## src/rtl/uart_rx_fifo.sv

```systemverilog
// uart_rx_fifo: oversampled UART receiver (3-sample majority per bit) feeding a
// first-word-fall-through FIFO of {data, parity_err, frame_err, break} entries.
// Optional feature macro: UART_RX_BREAK_DETECT_EN (break frames reported as one
// dedicated entry with rd_break = 1).
module uart_rx_fifo #(
  parameter int unsigned INPUT_CLK   = 100_000_000,
  parameter int unsigned BAUD_RATE   = 115200,
  parameter int unsigned DATA_BITS   = 8,
  parameter int unsigned STOP_BITS   = 1,
  parameter int unsigned PARITY_MODE = 0,
  parameter int unsigned OVERSAMPLE  = 16,
  parameter int unsigned FIFO_DEPTH  = 16
) (
  input  logic                        clk,
  input  logic                        reset,
  input  logic                        rx,
  input  logic                        rd_en,
  output logic [DATA_BITS-1:0]        rd_data,
  output logic                        rd_parity_err,
  output logic                        rd_frame_err,
  output logic                        rd_break,
  output logic                        empty,
  output logic                        full,
  output logic [$clog2(FIFO_DEPTH):0] level,
  output logic                        overrun,
  input  logic                        overrun_clr,
  output logic                        rx_busy
);

  localparam int unsigned DIV_RAW = INPUT_CLK / (BAUD_RATE * OVERSAMPLE);
  localparam int unsigned DIV     = (DIV_RAW < 1) ? 1 : DIV_RAW;
  localparam int unsigned CNT_W   = (DIV > 1) ? $clog2(DIV) : 1;
  localparam int unsigned SMP_W   = $clog2(OVERSAMPLE);
  localparam int unsigned BIT_W   = $clog2(DATA_BITS);
  localparam int unsigned PTR_W   = $clog2(FIFO_DEPTH);
  localparam int unsigned LVL_W   = PTR_W + 1;
  localparam int unsigned S_LO    = OVERSAMPLE / 2 - 1;
  localparam int unsigned S_MID   = OVERSAMPLE / 2;
  localparam int unsigned S_HI    = OVERSAMPLE / 2 + 1;

`ifdef UART_RX_BREAK_DETECT_EN
  localparam bit BRK_EN = 1'b1;
`else
  localparam bit BRK_EN = 1'b0;
`endif

  typedef struct packed {
    logic [DATA_BITS-1:0] data;
    logic                 parity_err;
    logic                 frame_err;
    logic                 brk;
  } entry_t;

  typedef enum logic [2:0] {
    S_IDLE, S_START, S_DATA, S_PARITY, S_STOP, S_WAIT_HIGH
  } state_t;

  // synchroniser and edge history
  logic rx_meta, rx_s, rx_prev;
  // tick generator and per-bit sample phase
  logic [CNT_W-1:0] div_cnt;
  logic [SMP_W-1:0] smp_cnt;
  logic             smp_a, smp_b;
  logic             tick, mid_pt, maj, start_det;
  // receiver state
  state_t               state;
  logic [DATA_BITS-1:0] shreg;
  logic [BIT_W-1:0]     bit_cnt;
  logic                 stop_cnt;
  logic                 all_zero, par_err, frm_err;
  logic                 exp_par, frm_nxt, last_stop, brk_now;
  logic                 push_vld;
  entry_t               push_ent;
  // FIFO
  entry_t           mem [FIFO_DEPTH];
  logic [PTR_W-1:0] wr_ptr, rd_ptr, rd_ptr_nxt;
  logic [LVL_W-1:0] count, count_nxt, remain;
  logic             pop, push, drop, is_full;
  entry_t           head_nxt;

  // Two-flop synchroniser for the asynchronous rx pin, idle-high preset.
  always_ff @(posedge clk) begin
    if (reset) begin
      rx_meta <= 1'b1;
      rx_s    <= 1'b1;
      rx_prev <= 1'b1;
    end else begin
      rx_meta <= rx;
      rx_s    <= rx_meta;
      rx_prev <= rx_s;
    end
  end

  assign start_det = (state == S_IDLE) && rx_prev && !rx_s;
  assign tick      = (div_cnt == CNT_W'(DIV - 1));
  assign mid_pt    = tick && (smp_cnt == SMP_W'(S_HI));
  assign maj       = (smp_a & smp_b) | (smp_a & rx_s) | (smp_b & rx_s);

  // Free-running oversample divider, realigned to each start edge.
  always_ff @(posedge clk) begin
    if (reset || start_det || tick) div_cnt <= '0;
    else                            div_cnt <= div_cnt + CNT_W'(1);
  end

  // Tick index within the bit; capture the two samples preceding the vote.
  always_ff @(posedge clk) begin
    if (reset || start_det) begin
      smp_cnt <= '0;
      smp_a   <= 1'b1;
      smp_b   <= 1'b1;
    end else if (tick) begin
      smp_cnt <= (smp_cnt == SMP_W'(OVERSAMPLE - 1)) ? '0 : smp_cnt + SMP_W'(1);
      if (smp_cnt == SMP_W'(S_LO))  smp_a <= rx_s;
      if (smp_cnt == SMP_W'(S_MID)) smp_b <= rx_s;
    end
  end

  // Frame checks evaluated at the majority point.
  always_comb begin
    exp_par   = (^shreg) ^ (PARITY_MODE == 2);
    frm_nxt   = frm_err | ~maj;
    last_stop = (stop_cnt == 1'(STOP_BITS - 1));
    brk_now   = BRK_EN && all_zero && !maj && (stop_cnt == 1'b0);
  end

  // Receiver FSM: start qualification, data/parity/stop sampling, entry push.
  always_ff @(posedge clk) begin
    if (reset) begin
      state    <= S_IDLE;
      rx_busy  <= 1'b0;
      shreg    <= '0;
      bit_cnt  <= '0;
      stop_cnt <= 1'b0;
      all_zero <= 1'b0;
      par_err  <= 1'b0;
      frm_err  <= 1'b0;
      push_vld <= 1'b0;
      push_ent <= '0;
    end else begin
      push_vld <= 1'b0;
      case (state)
        S_IDLE: begin
          if (start_det) begin
            state   <= S_START;
            rx_busy <= 1'b1;
          end
        end
        S_START: begin
          if (mid_pt) begin
            if (maj) begin
              state   <= S_IDLE;
              rx_busy <= 1'b0;
            end else begin
              state    <= S_DATA;
              bit_cnt  <= '0;
              stop_cnt <= 1'b0;
              all_zero <= 1'b1;
              par_err  <= 1'b0;
              frm_err  <= 1'b0;
            end
          end
        end
        S_DATA: begin
          if (mid_pt) begin
            shreg    <= {maj, shreg[DATA_BITS-1:1]};
            all_zero <= all_zero & ~maj;
            if (bit_cnt == BIT_W'(DATA_BITS - 1))
              state <= (PARITY_MODE != 0) ? S_PARITY : S_STOP;
            else
              bit_cnt <= bit_cnt + BIT_W'(1);
          end
        end
        S_PARITY: begin
          if (mid_pt) begin
            par_err  <= (maj != exp_par);
            all_zero <= all_zero & ~maj;
            state    <= S_STOP;
          end
        end
        S_STOP: begin
          if (mid_pt) begin
            if (brk_now) begin
              push_vld            <= 1'b1;
              push_ent.data       <= '0;
              push_ent.parity_err <= 1'b0;
              push_ent.frame_err  <= 1'b1;
              push_ent.brk        <= 1'b1;
              state               <= S_WAIT_HIGH;
              rx_busy             <= 1'b0;
            end else if (last_stop) begin
              push_vld            <= 1'b1;
              push_ent.data       <= shreg;
              push_ent.parity_err <= par_err;
              push_ent.frame_err  <= frm_nxt;
              push_ent.brk        <= 1'b0;
              state               <= maj ? S_IDLE : S_WAIT_HIGH;
              rx_busy             <= 1'b0;
            end else begin
              stop_cnt <= 1'b1;
              frm_err  <= frm_nxt;
            end
          end
        end
        S_WAIT_HIGH: begin
          if (rx_s) state <= S_IDLE;
        end
        default: begin
          state   <= S_IDLE;
          rx_busy <= 1'b0;
        end
      endcase
    end
  end

  // FIFO next-state: push/pop arbitration and the head entry after this edge.
  always_comb begin
    pop        = rd_en && (count != '0);
    is_full    = (count == LVL_W'(FIFO_DEPTH));
    push       = push_vld && (!is_full || pop);
    drop       = push_vld && is_full && !pop;
    count_nxt  = count + LVL_W'(push) - LVL_W'(pop);
    remain     = count - LVL_W'(pop);
    rd_ptr_nxt = rd_ptr + PTR_W'(pop);
    head_nxt   = '0;
    if (remain == '0) begin
      if (push) head_nxt = push_ent;
    end else begin
      head_nxt = mem[rd_ptr_nxt];
    end
  end

  // FIFO storage, written without reset.
  always_ff @(posedge clk) begin
    if (push) mem[wr_ptr] <= push_ent;
  end

  // FIFO pointers, occupancy, registered head outputs and sticky overrun.
  always_ff @(posedge clk) begin
    if (reset) begin
      wr_ptr        <= '0;
      rd_ptr        <= '0;
      count         <= '0;
      empty         <= 1'b1;
      full          <= 1'b0;
      rd_data       <= '0;
      rd_parity_err <= 1'b0;
      rd_frame_err  <= 1'b0;
      rd_break      <= 1'b0;
      overrun       <= 1'b0;
    end else begin
      if (push) wr_ptr <= wr_ptr + PTR_W'(1);
      rd_ptr        <= rd_ptr_nxt;
      count         <= count_nxt;
      empty         <= (count_nxt == '0);
      full          <= (count_nxt == LVL_W'(FIFO_DEPTH));
      rd_data       <= head_nxt.data;
      rd_parity_err <= head_nxt.parity_err;
      rd_frame_err  <= head_nxt.frame_err;
      rd_break      <= BRK_EN ? head_nxt.brk : 1'b0;
      if (drop)             overrun <= 1'b1;
      else if (overrun_clr) overrun <= 1'b0;
    end
  end

  assign level = count;

endmodule
```

## config.mk

```make
export PLATFORM = sky130hd
export DESIGN_NAME = uart_rx_fifo
export DESIGN_NICKNAME = d
export VERILOG_FILES = /design/src/rtl/uart_rx_fifo.sv
export SDC_FILE = /design/constraint.sdc
export NUM_CORES = 1
export LEC_CHECK = 0
export CELL_PAD_IN_SITES_DETAIL_PLACEMENT = 1
export CELL_PAD_IN_SITES_GLOBAL_PLACEMENT = 1
export CORE_ASPECT_RATIO = 0.8
export CORE_MARGIN = 5
export CORE_UTILIZATION = 30
export DETAILED_ROUTE_END_ITERATION = 7
export PLACE_DENSITY_LB_ADDON = 0.2
export SLEW_MARGIN = 0
export SYNTH_ARGS = -nofsm -noshare
export SYNTH_HDL_FRONTEND = slang
export SYNTH_SLANG_ARGS = --single-unit
```

## constraint.sdc

```tcl
create_clock -name clk -period 7.1 [get_ports clk]
set_input_delay 0.71 -clock clk [delete_from_list [all_inputs] [get_ports clk]]
set_output_delay 0.71 -clock clk [all_outputs]
set_load 0.02 [all_outputs]
```

* Word level (Yosys, flattened, before mapping)
Memory sizes are Yosys's and may differ from the RTL's.
Index checks and enable logic that the tools add are counted.
W data, S select, Z words.
** Storage, ports and cells
- Register bits after elaboration :: 70
- Output and inout bits :: 20
- Memories :: 1
- Memory bits (read-only) :: 0
- Memory bits (writable) :: 160
- Input port bits :: 5
- Bits in latches :: 0
** Cells by class
- Divide/modulo/power cells :: 0
- Bitwise gates (word level) :: 11
- Add/subtract/negate cells :: 8
- $mul :: 0
- Reductions and logical operators :: 34
- Shift-type cells :: 0
- Equality and inequality tests :: 26
- Muxes and demuxes :: 40
- $lt $le $gt $ge :: 0
** Memory list
- mem :: words 16, width 10, rd ports 1, clocked after Yosys merged registers in 0, wr ports 1, RTL line 75 : entry_t mem [FIFO_DEPTH];
** Operators by type and width (number)
- $mux W3 :: 13
- $ne A2 B2 Y1 const B :: 12
- $mux W11 :: 2
- $pmux W3 S6 :: 1
- $mux W1 :: 17
- $eq A4 B4 Y1 const B :: 3
- $eq A5 B5 Y1 const B :: 2
- $logic_not A5 Y1 :: 2
- $reduce_and A5 Y1 :: 2
- $sub A5 B1 Y5 :: 2
- $eq A3 B3 Y1 const B :: 3
- $add A4 B1 Y4 const B :: 2
- $reduce_and A4 Y1 :: 2
- $reduce_and A8 Y1 :: 1
- $reduce_bool A2 Y1 :: 4
- $reduce_xor A8 Y1 :: 1
- $logic_and A1 B1 Y1 :: 7
- $add A6 B1 Y6 const B :: 1
- $eq A3 B2 Y1 const B :: 2
- $eq A6 B6 Y1 const B :: 1
- $pmux W1 S2 :: 3
- $pmux W3 S2 :: 1
- $reduce_and A2 Y1 :: 3
- $reduce_and A6 Y1 :: 1
- other kinds (18) :: 31

* Depth between registers and ports, before layout
Gate-level depths: netlist (run 1).
- Depth after elaboration :: 8
- Depth in mapped cells :: 13
- Depth with buffers taken out :: 12

* Worst setup path before layout (run 1)
OpenSTA, ideal clock, no wires.
- Path kind :: register to register
- From :: reg count[2] (netlist: level[2])
- To :: reg rd_data[6]
- Stages on the path, launching flop included :: 13
- Arrival :: 3.327 ns
- Data required time :: 6.977 ns
- Setup time :: 0.123 ns
- Path slack :: 3.651 ns
- Clock period less this slack :: 3.449 ns
- Cells stage by stage :: dfxtp_1 -> inv_1 -> ha_1 -> or3b_1 -> o21ai_0 -> inv_1 -> ha_1 -> ha_1 -> clkbuf_1 -> buf_1 -> mux4_2 -> mux2_2 -> a221o_2
** RTL lines
- start, declared :: RTL line 77 : logic [LVL_W-1:0] count, count_nxt, remain;
- start signal, assigned :: RTL line 253 : count <= count_nxt;
- $reduce_bool A5 Y1 :: RTL line 217 : pop = rd_en && (count != '0);
- $logic_and A1 B1 Y1 :: RTL line 217
- $add A4 B1 Y4 :: RTL line 223 : rd_ptr_nxt = rd_ptr + PTR_W'(pop);
- via rd_ptr_nxt[1] :: RTL line 76 : logic [PTR_W-1:0] wr_ptr, rd_ptr, rd_ptr_nxt;
- $mem_v2 Z16 W10
- $mux W11 :: RTL line 225 : if (remain == '0) begin
- end signal, assigned :: RTL line 256 : rd_data <= head_nxt.data;
- end, declared :: RTL line 18 : output logic [DATA_BITS-1:0] rd_data,
The timed path passes the listed nets, and every way through them passes these cells.
A chain may end at the register's enable or synchronous reset.

* Worst setup path after layout (run 1)
Ends and elaborated chain as after synthesis.

==> impl_results.md, run 1 <==
* Worst Tran Pin Value at roughly 1.1 ns
* Outcome: finished, final reports clean
* Total Routing Usage GR at 0.118
* GRT overflow at 0
* Reg-to-Reg End: rd_data[6]
* Via count at ~4.9k
* Synth async-reset ratio at 0
* Per-cell routed wire length at between 15 and 20 um
* Post-route insts no fill at about 1.1k
* Worst setup EP type: flip-flop
* Number of synthesized register bits at approximately 230
* # hold bufs at CTS at 0
* Sequential share of the synthesized area at 0.665
* Inst Count DP at about 1k
* Setup TNS at 0 ns
* Clock transition at path regs at ~0.060 ns
* RSZ-0062 raised after global routing: no
* CTS tree: yes
* Synth cell types at 56
* Avg Inst Size Synth at about 16 um^2
* CTS Buffer Depth at 3
* Crit path largest cell delay at about 0.78 ns
* WP data arrival at roughly 4.6 ns
* Final setup violating endpoints at 0
* Met1 WL at roughly 9500 um
* Top FF cell, synth: edfxtp_1
* Clk pwr share at 0.334
* Post-Place Cell Area at approximately 10,000 um^2
* Height of the die at 167 um
* Crit path max fanout at 24
* Worst hold start: rx_meta
* P_leak at about 3.5 nW
* Crit start category: flip-flop
* Fin. max-slew vios at 0
* Register-to-register setup slack at approximately 2.9 ns
* Pin count of the biggest net entering global routing at 51
* Mapped Area at 9300 um^2
* Crit-path cells: inv_1 > ha_1 > or3b_1 > o21ai_0 > inv_1 > ha_2 > buf_4 > mux4_2 > mux2_2 > a221o_2
* Period utilization at 0.595
* Yosys warns at 0
* R2R cell count at 10
* First-pass DRT Iterations at 4
* Switch Pwr at roughly 0.0011 W
* Crit path kind: reg -> reg
* Die X-Extent at between 200 and 250 um
* Post-DP HPWL at ~13,000 um
* Port buffer count at 23
* Fin util at 0.355
* Initial antenna violation count at 0
* Tightest Hold Check Type: reg -> reg
* Core box area at 30,500 um^2
* Clock Sinks at 229
* DRT antenna net count at 0
* Design area at approximately 11,000 um^2
* Power Total at 0.00381 W
* P_int at 0.00275 W
* Relative slew slack at 0.265
* Initial Util at 0.305
* CP max stage cell: ha_2
* Post CTS Setup Buffer Count at 0
* Uppermost layer routed: met4
* CTS root buf: clkbuf_16
* Maximum vdd drop at approximately 150 uV
* Net Sw Frac at 0.277
* Worst hold stages at 1
* Sequential share of power at 0.394
* First-pass GRT wire length at 32,000 um
* Fmax at about 0.24 GHz
* Initial DRC count at around 230
* I/O pin count at 25
* CP required at roughly 7.5 ns
* Cell Pwr Density at around 350 nW/um^2
* DR DRC count at 0
* Share of cells above drive strength 1 at 0.176
* Placement Rows at 57
* Syn_nets at 620
* Filler Cells Inserted at around 3.1k
* Post-synth EDFFs at 160
* ANT cells at 0
* Met3 wire length at a little over 600 um
* Final GP Congestion at 0.739
* Clk_lat worst skew at ~0.53 ns
* Die Area at about 35,000 um^2
* Hold path endpoint: rx_s
* Cells after synthesis at 592
* Vias per cell at between 4 and 5
* Reg2reg start: level[2]
* DR WL met2 at ~9800 um
* MaxCap Viol Count at 0
* Comb power frac at 0.272
* TritonCTS buffer count at 25
* Routed WL at roughly 20,000 um
* # resized after CTS at 0
* Nets at around 650
* Vias in the first global route at 5,326
* Worst Skew at between 0.02 and 0.025 ns
* Layout area overhead at 16.2%
* Period minus WS final at 4.23 ns
* Hold Violations, Final at 0
* Top cell by count, worst path: inv_1
* H-Tree Level Count at 1
==> synthesized netlist by cell type (all sizes together), types with 3 or more instances <==
cell / instances / area (um^2)
nand2b: 11 / 68.8
edfxtp: 160 / 4800
clkbuf: 12 / 45.0
xnor2: 14 / 123
nor2: 57 / 214
ha: 22 / 275
a221o: 10 / 101
nor2b: 9 / 56.3
or2: 6 / 37.5
nand3: 5 / 25.0
mux2: 11 / 124
o21ai: 5 / 25.0
buf: 19 / 110
mux4: 40 / 901
dfxtp: 69 / 1380
mux2i: 32 / 320
xor2: 9 / 78.8
a311oi: 3 / 26.3
nor3: 17 / 90.1
nand2: 16 / 60.1
a21oi: 14 / 70.1
inv: 17 / 63.8
==> power by group through the flow <==
stage	clock network [W]	logic (W)	registers (W)
finish	0.00127	0.00104	0.00150
global route	0.00138	0.00113	0.00151
CTS	0.00131	0.00107	0.00150
detailed placement	0	0.00106	0.00153
global placement	0	0.00104	0.00153
floorplan	0	0.000725	0.00157
==> kinds of logic after synthesis <==
| group | count (synthesis) | synth area share |
|---|---|---|
| flops | 229 | 0.665 |
| simple gates | 137 | 0.0730 |
| mux | 83 | 0.145 |
| buf+inv | 48 | 0.0235 |
| compound gates | 46 | 0.0365 |
| fa+ha+maj | 24 | 0.0328 |
| xor+xnor | 24 | 0.0241 |
| other cells | 1 | 0.000403 |
==> final cells by class <==
type	instances	area (um^2)	share of cell area
flip-flops and latches	229	6190	0.572
well taps	413	517	0.0478
multi-input cells	315	2910	0.269
clock inverters	6	87.6	0.00810
inverters	17	63.8	0.00590
repair buffers	36	323	0.0299
clock buffers	40	722	0.0668
==> sequential cells by signal, summed over array words and instances (netlist names), 4 cells and up <==
name,count
div_cnt,6
level,5
mem,160
push_ent,10
rd_data,8
rd_ptr,4
shreg,8
smp_cnt,4
wr_ptr,4
==> through the flow <==
stage / setup slack, ns / hold slack (ns)
floorplan: 3.65 / 0.389
global placement: 2.90 / 0.403
detailed placement: 2.79 / 0.402
CTS: 2.78 / 0.424
global route: 2.56 / 0.440
finish: 2.87 / 0.424
==> cells in the final DEF, fill, tap and decap left out, drive strengths merged, types with 2 or more instances in the layout <==
master,Yosys,layout
bufinv,0,2
a211oi,2,2
nand4b,2,2
a221o,10,10
and3b,2,2
a311oi,3,3
nor2,57,57
inv,17,18
a21oi,14,14
clkdlybuf4s50,0,22
nand3,5,5
mux2i,32,32
mux4,40,40
nand2,16,16
mux2,11,11
clkinvlp,0,2
clkbuf,12,40
edfxtp,160,160
buf,19,14
nor3,17,17
dfxtp,69,69
xor2,9,9
xnor2,14,14
ha,22,22
o21ai,5,5
nor4,2,2
nand2b,11,11
nor2b,9,9
a22o,2,2
nand4,2,2
or2,6,6
==> worst max-delay path by stage <==
stage	start	end	slack, ns
after global routing	level[2]	rd_data[6]	2.56
after floorplan	level[2]	rd_data[6]	3.65
after detailed placement	level[2]	rd_data[6]	2.79
after CTS	level[2]	rd_data[6]	2.78
after global placement	level[2]	rd_data[6]	2.90
final	level[2]	rd_data[6]	2.87
==> metal layers <==
metal	GRT usage	vias up
met5	0	-
met4	0.0267	0
met3	0.0201	27
met2	0.194	58
met1	0.165	2515
li1	-	2309
==> critical path: cells and delay by family (launching register included) <==
kind                     cells  cell delay, ns
adder cells (fa/ha/maj)      2            0.99
AND/OR/NAND/NOR              1            0.40
multiplexers                 2            0.83
buffers and inverters        3            0.84
AO/OA/AOI/OAI                2            0.69
flip-flops                   1            0.34
Power figures use the tool's default switching activity.
==> run 2, diff against run 1 <==
==> constraint.sdc (replaced) <==
create_clock -name clk -period 3.7 [get_ports clk]
set_input_delay 0.37 -clock clk [delete_from_list [all_inputs] [get_ports clk]]
set_output_delay 0.37 -clock clk [all_outputs]
set_load 0.02 [all_outputs]
==> run 2 against run 1 <==
- clock skew down 0.014 ns
- clock power increased by 100%
- first-iteration DRC count rose by 19%
- utilization is 0.55 points higher
- wire length hardly changed
- global-route usage is 0.18 points higher
- power grew 96%
- setup slack worse by 2.6 ns
- non-clock buffer count is 10 higher
- count of clock-buffer cells in the layout fell by 4
- largest cell class unchanged
==> impl_results.md, run 2 (synthesized netlist as in run 1, its figures left out) <==
* Outcome: finished, final reports clean (unchanged)
* Reg2reg start: level[2] (unchanged)
* Post-DP HPWL at 13,300 um (was 12,900 um)
* Final setup violating endpoints at 0 (unchanged)
* First-pass DRT Iterations at 4 (unchanged)
* Initial Util at 0.305 (unchanged)
* Post-route insts no fill at 1,066 (was 1,056)
* Critical path endpoint: rd_data[6] (unchanged)
* P_leak at 3.64 nW (was 3.55 nW)
* Setup TNS at 0 ns (unchanged)
* Die Area at 34,600 um^2 (unchanged)
* Per-cell routed wire length at 19.0 um (was 19.2 um)
* Filler Cells Inserted at 3,120 (was 3,145)
* Height of the die at 167 um (unchanged)
* R2R cell count at 10 (unchanged)
* Crit path max fanout at 20 (was 24)
* Initial DRC count at 274 (was 231)
* Vias in the first global route at 5,449 (was 5,326)
* Worst Setup Slack post-DPL at 0.151 ns (was 2.79 ns)
* Worst Skew at 0.00953 ns (was 0.0230 ns)
* Vias per cell at 4.68 (was 4.65)
* Maximum vdd drop at 375 uV (was 148 uV)
* CP required at 4.10 ns (was 7.51 ns)
* WP data arrival at 3.83 ns (was 4.64 ns)
* Total Routing Usage GR at 0.120 (was 0.118)
* Via count at 4,991 (was 4,909)
* Commonest non-fill, non-tap cells in the layout: edfxtp_1, dfxtp_1, nor2_1, mux4_2, mux2i_1 (unchanged)
* Crit start category: flip-flop (unchanged)
* Biggest register: mem (unchanged)
* CTS root buf: clkbuf_16 (unchanged)
* Clock transition at path regs at 0.06 ns (about the same)
* Clk_lat worst skew at 0.51 ns (was 0.53 ns)
* Fmax at 0.291 GHz (was 0.237 GHz)
* Core box area at 30,500 um^2 (unchanged)
* Share of cells above drive strength 1 at 0.195 (was 0.176)
* Fin. max-slew vios at 0 (unchanged)
* CTS Buffer Depth at 3 (unchanged)
* Largest registers: mem x160, push_ent x10 (unchanged)
* Worst Setup SP: level[2] (unchanged)
* Layout area overhead at 18.0% (was 16.2%)
* Period minus WS final at 3.44 ns (was 4.23 ns)
* Tightest Hold Check Type: in -> reg (was reg -> reg)
* Nets at 662 (was 652)
* CTS tree: yes (unchanged)
* H-Tree Level Count at 1 (unchanged)
* Setup ws final at 0.264 ns (was 2.87 ns)
* Placement Rows at 57 (unchanged)
* Hold Violations, Final at 0 (unchanged)
* Pin count of the biggest net entering global routing at 42 (was 51)
* Register-to-register setup slack at 0.26 ns (was 2.87 ns)
* Cell Pwr Density at 682 nW/um^2 (was 352 nW/um^2)
* Number of flip-flops in the largest register at 160 (unchanged)
* Period utilization at 0.929 (was 0.595)
* TritonCTS buffer count at 25 (unchanged)
* Routed WL at 20,200 um (was 20,300 um)
* Final GP Congestion at 0.738 (was 0.739)
* Port buffer count at 23 (unchanged)
* DRT antenna net count at 0 (unchanged)
* Crit path kind: reg -> reg (unchanged)
* I/O pin count at 25 (unchanged)
* Reg-to-Reg End: rd_data[6] (unchanged)
* Initial antenna violation count at 1 (was 0)
* Inst Count DP at 1,020 (was 1,010)
* First-pass GRT wire length at 32,400 um (was 32,000 um)
* Worst setup EP type: flip-flop (unchanged)
* Most common cell after layout, fill and taps aside: edfxtp_1 (unchanged)
* RSZ-0062 raised after global routing: no (unchanged)
* Post CTS Setup Buffer Count at 0 (unchanged)
* MaxCap Viol Count at 0 (unchanged)
* Die X-Extent at 207 um (unchanged)
* GRT overflow at 0 (unchanged)
* Relative slew slack at 0.375 (was 0.265)
* DR DRC count at 0 (unchanged)
* Clock Sinks at 229 (unchanged)
* Worst Tran Pin Value at 0.933 ns (was 1.10 ns)
## run 2: how the worst min path moves through the flow
stage	slack, ns	to	start	depth (start not counted)
after global routing	0.24	rd_ptr[2]	reset	2
after floorplan	0.39	rx_s	rx_meta	1
final	0.24	level[2]	reset	2
after CTS	0.21	level[2]	reset	2
after detailed placement	0.41	rx_s	rx_meta	1
after global placement	0.40	rx_s	rx_meta	1
## run 2: what timing repair did
item | CTS | global route
hold buffers | 0 | 0
resized for setup | 0 | 1
setup endpoints to repair | 0 | 2
## run 2: cell type report
| class | instances | area, um^2 | area share |
|---|---|---|---|
| sequential | 229 | 6190 | 0.563 |
| multi-input combinational | 315 | 2910 | 0.265 |
| clock buffer | 36 | 697 | 0.0635 |
| tap | 413 | 517 | 0.0471 |
| timing repair buffer | 46 | 448 | 0.0408 |
| clock inverter | 9 | 151 | 0.0138 |
| inverter | 17 | 63.8 | 0.00581 |
| antenna | 1 | 2.50 | 0.000228 |
## run 2: metal layers
metal / track usage / part of all wire
met5: 0 / 0
met2: 0.196 / 0.47
met3: 0.0228 / 0.054
met4: 0.0250 / 0.018
met1: 0.169 / 0.46
## run 2: worst max-delay path: stages (launching register included)
cell and delay, ns:
dfxtp_1 0.35, inv_1 0.16, ha_1 0.22, or3b_1 0.39, o21ai_0 0.28, inv_1 0.12, ha_2 0.40, buf_12 0.22
mux4_2 0.52, mux2_2 0.27, a221o_2 0.37
## run 2: metrics by stage
step	hold slack [ns]	instance area, um^2	total power (W)	utilization
final	0.239	11000	0.00748	0.361
after global routing	0.240	11000	0.00791	0.360
after CTS	0.214	11000	0.00763	0.360
after detailed placement	0.408	10100	0.00504	0.333
after global placement	0.403	10100	0.00502	0.333
after floorplan	0.389	9300	0.00441	-
## run 2: power by group
part / switching, W / internal [W] / leakage (nW) / total [W]
Sequential: 0.0000746 / 0.00281 / 2.04 / 0.00288
Combinational: 0.000981 / 0.00107 / 1.19 / 0.00205
Clock: 0.000961 / 0.00158 / 0.412 / 0.00255
==> run 3, diff against run 2 <==
--- a/config.mk
+++ b/config.mk
@@ -7,7 +7,7 @@
 export LEC_CHECK = 0
 export CELL_PAD_IN_SITES_DETAIL_PLACEMENT = 1
 export CELL_PAD_IN_SITES_GLOBAL_PLACEMENT = 1
-export CORE_ASPECT_RATIO = 0.8
+export CORE_ASPECT_RATIO = 0.6
 export CORE_MARGIN = 5
 export CORE_UTILIZATION = 30
 export DETAILED_ROUTE_END_ITERATION = 7
==> run 3 against run 2 <==
- first-iteration DRC count grew 38%
- count of clock-buffer cells in the layout shrank 4
- largest power group unchanged
- via count grew 0.26%
- register-to-register slack lost 0.03 ns
- wire length grew 5.4%
==> impl_results.md, run 3 (synthesized netlist as in run 1, its figures left out) <==
* H-Tree Level Count at 1 (unchanged)
* Share of cells above drive strength 1 at 0.187 (was 0.195)
* Fmax at 0.289 GHz (was 0.291 GHz)
* DRT antenna net count at 0 (unchanged)
* CP required at 4.10 ns (about the same)
* MaxCap Viol Count at 0 (unchanged)
* Design area at 10,900 um^2 (was 11,000 um^2)
* CTS Buffer Depth at 3 (unchanged)
* Maximum vdd drop at 329 uV (was 375 uV)
* Initial antenna violation count at 0 (was 1)
* Initial Util at 0.307 (was 0.305)
* Commonest non-fill, non-tap cells in the layout: edfxtp_1, dfxtp_1, nor2_1, mux4_2, mux2i_1 (unchanged)
* P_leak at 3.60 nW (was 3.64 nW)
* Clk_lat worst skew at 0.52 ns (was 0.51 ns)
* I/O pin count at 25 (unchanged)
* RSZ-0062 raised after global routing: no (unchanged)
* Post-route insts no fill at 1,059 (was 1,066)
* Number of flip-flops in the largest register at 160 (unchanged)
* Relative slew slack at 0.458 (was 0.375)
* Period minus WS final at 3.46 ns (was 3.44 ns)
* DR DRC count at 0 (unchanged)
* Routed WL at 21,300 um (was 20,200 um)
* Tightest Hold Check Type: in -> reg (unchanged)
* Layout area overhead at 16.8% (was 18.0%)
* Worst setup EP type: flip-flop (unchanged)
* Height of the die at 146 um (was 167 um)
* Final GP Congestion at 0.735 (was 0.738)
* Cell Pwr Density at 671 nW/um^2 (was 682 nW/um^2)
* Post-DP HPWL at 14,200 um (was 13,300 um)
* Period utilization at 0.936 (was 0.929)
* Most common cell after layout, fill and taps aside: edfxtp_1 (unchanged)
* Post CTS Setup Buffer Count at 0 (unchanged)
* Hold path endpoint: wr_ptr[0] (was level[2])
* CTS root buf: clkbuf_16 (unchanged)
* Worst Setup SP: level[2] (unchanged)
* Clock transition at path regs at 0.06 ns (about the same)
* CTS tree: yes (unchanged)
* Worst Skew at 0.0110 ns (was 0.00953 ns)
* Vias in the first global route at 5,439 (was 5,449)
* Initial DRC count at 378 (was 274)
* Biggest register: mem (unchanged)
* Final setup violating endpoints at 0 (unchanged)
* Total Routing Usage GR at 0.125 (was 0.120)
* First-pass GRT wire length at 33,600 um (was 32,400 um)
* ANT cells at 0 (was 1)
* Per-cell routed wire length at 20.1 um (was 19.0 um)
* Hold Violations, Final at 0 (unchanged)
* Outcome: finished, final reports clean (unchanged)
* Via count at 5,004 (was 4,991)
* Die Area at 34,700 um^2 (was 34,600 um^2)
* Worst Tran Pin Value at 0.812 ns (was 0.933 ns)
* Crit start category: flip-flop (unchanged)
* Largest registers: mem x160, push_ent x10 (unchanged)
* Vias per cell at 4.73 (was 4.68)
* Reg-to-Reg End: rd_parity_err (was rd_data[6])
* Core box area at 30,300 um^2 (was 30,500 um^2)
* Worst hold stages at 2 (unchanged)
* Die X-Extent at 237 um (was 207 um)
* Port buffer count at 23 (unchanged)
* Crit path max fanout at 23 (was 20)
* Setup TNS at 0 ns (unchanged)
* First-pass DRT Iterations at 4 (unchanged)
* Nets at 664 (was 662)
* Reg2reg start: level[2] (unchanged)
* Fin. max-slew vios at 0 (unchanged)
* Clock Sinks at 229 (unchanged)
* Crit path kind: reg -> reg (unchanged)
* Inst Count DP at 1,019 (was 1,020)
* R2R cell count at 11 (was 10)
* Post-Place Cell Area at 10,200 um^2 (was 10,100 um^2)
* TritonCTS buffer count at 23 (was 25)
* Placement Rows at 49 (was 57)
* Worst hold start: reset (unchanged)
* Register-to-register setup slack at 0.24 ns (was 0.26 ns)
* Pin count of the biggest net entering global routing at 42 (unchanged)
* WP data arrival at 3.87 ns (was 3.83 ns)
* GRT overflow at 0 (unchanged)
## run 3: worst max-delay path by stage
stage                                to  slack [ns]
final                     rd_parity_err        0.24
after global routing      rd_parity_err        0.05
after CTS                    rd_data[6]        0.08
after detailed placement     rd_data[6]        0.11
after global placement       rd_data[6]        0.20
after floorplan              rd_data[6]        0.25
## run 3: metrics by stage
step	setup slack [ns]	utilization	total power [W]	hold WS, ns
detailed placement	0.112	0.336	0.00515	0.408
finish	0.238	0.359	0.00729	0.350
CTS	0.0825	0.359	0.00741	0.348
global placement	0.199	0.336	0.00512	0.400
floorplan	0.251	-	0.00441	0.389
global route	0.0459	0.359	0.00771	0.368
## run 3: worst max-delay path: stages (launching register included)
cell	delay, ns
dfxtp_1	0.34
inv_1	0.16
ha_1	0.21
or3b_1	0.40
o21ai_1	0.22
inv_1	0.10
ha_2	0.36
buf_12	0.22
buf_12	0.21
mux4_2	0.53
mux2_2	0.28
a221o_1	0.29
## run 3: layout make-up
| type | count | area [um^2] |
|---|---|---|
| Timing Repair Buffer | 50 | 490 |
| Multi-Input combinational cell | 315 | 2920 |
| Fill cell | 3113 | 19400 |
| Inverter | 17 | 63.8 |
| Clock inverter | 8 | 90.1 |
| Clock buffer | 32 | 609 |
| Tap cell | 408 | 510 |
| Sequential cell | 229 | 6190 |
## run 3: routing by layer
metal	up-vias	global-route usage	routed length, um
met4	0	0.0254	408
met1	2560	0.197	10900
met2	84	0.178	8810
li1	2324	-	-
met3	36	0.0236	1190
met5	-	0	0
## run 3: timing repair
item                       4_1_cts  5_1_grt
setup endpoints to repair        0        9
gates resized for setup          0        2
hold buffers                     0        0
## run 3: where the power goes
| part | total, W | internal, W | switching (W) | leakage, nW |
|---|---|---|---|---|
| Combinational | 0.00217 | 0.00112 | 0.00104 | 1.22 |
| Sequential | 0.00289 | 0.00281 | 0.0000786 | 2.04 |
| Clock | 0.00223 | 0.00129 | 0.000948 | 0.339 |
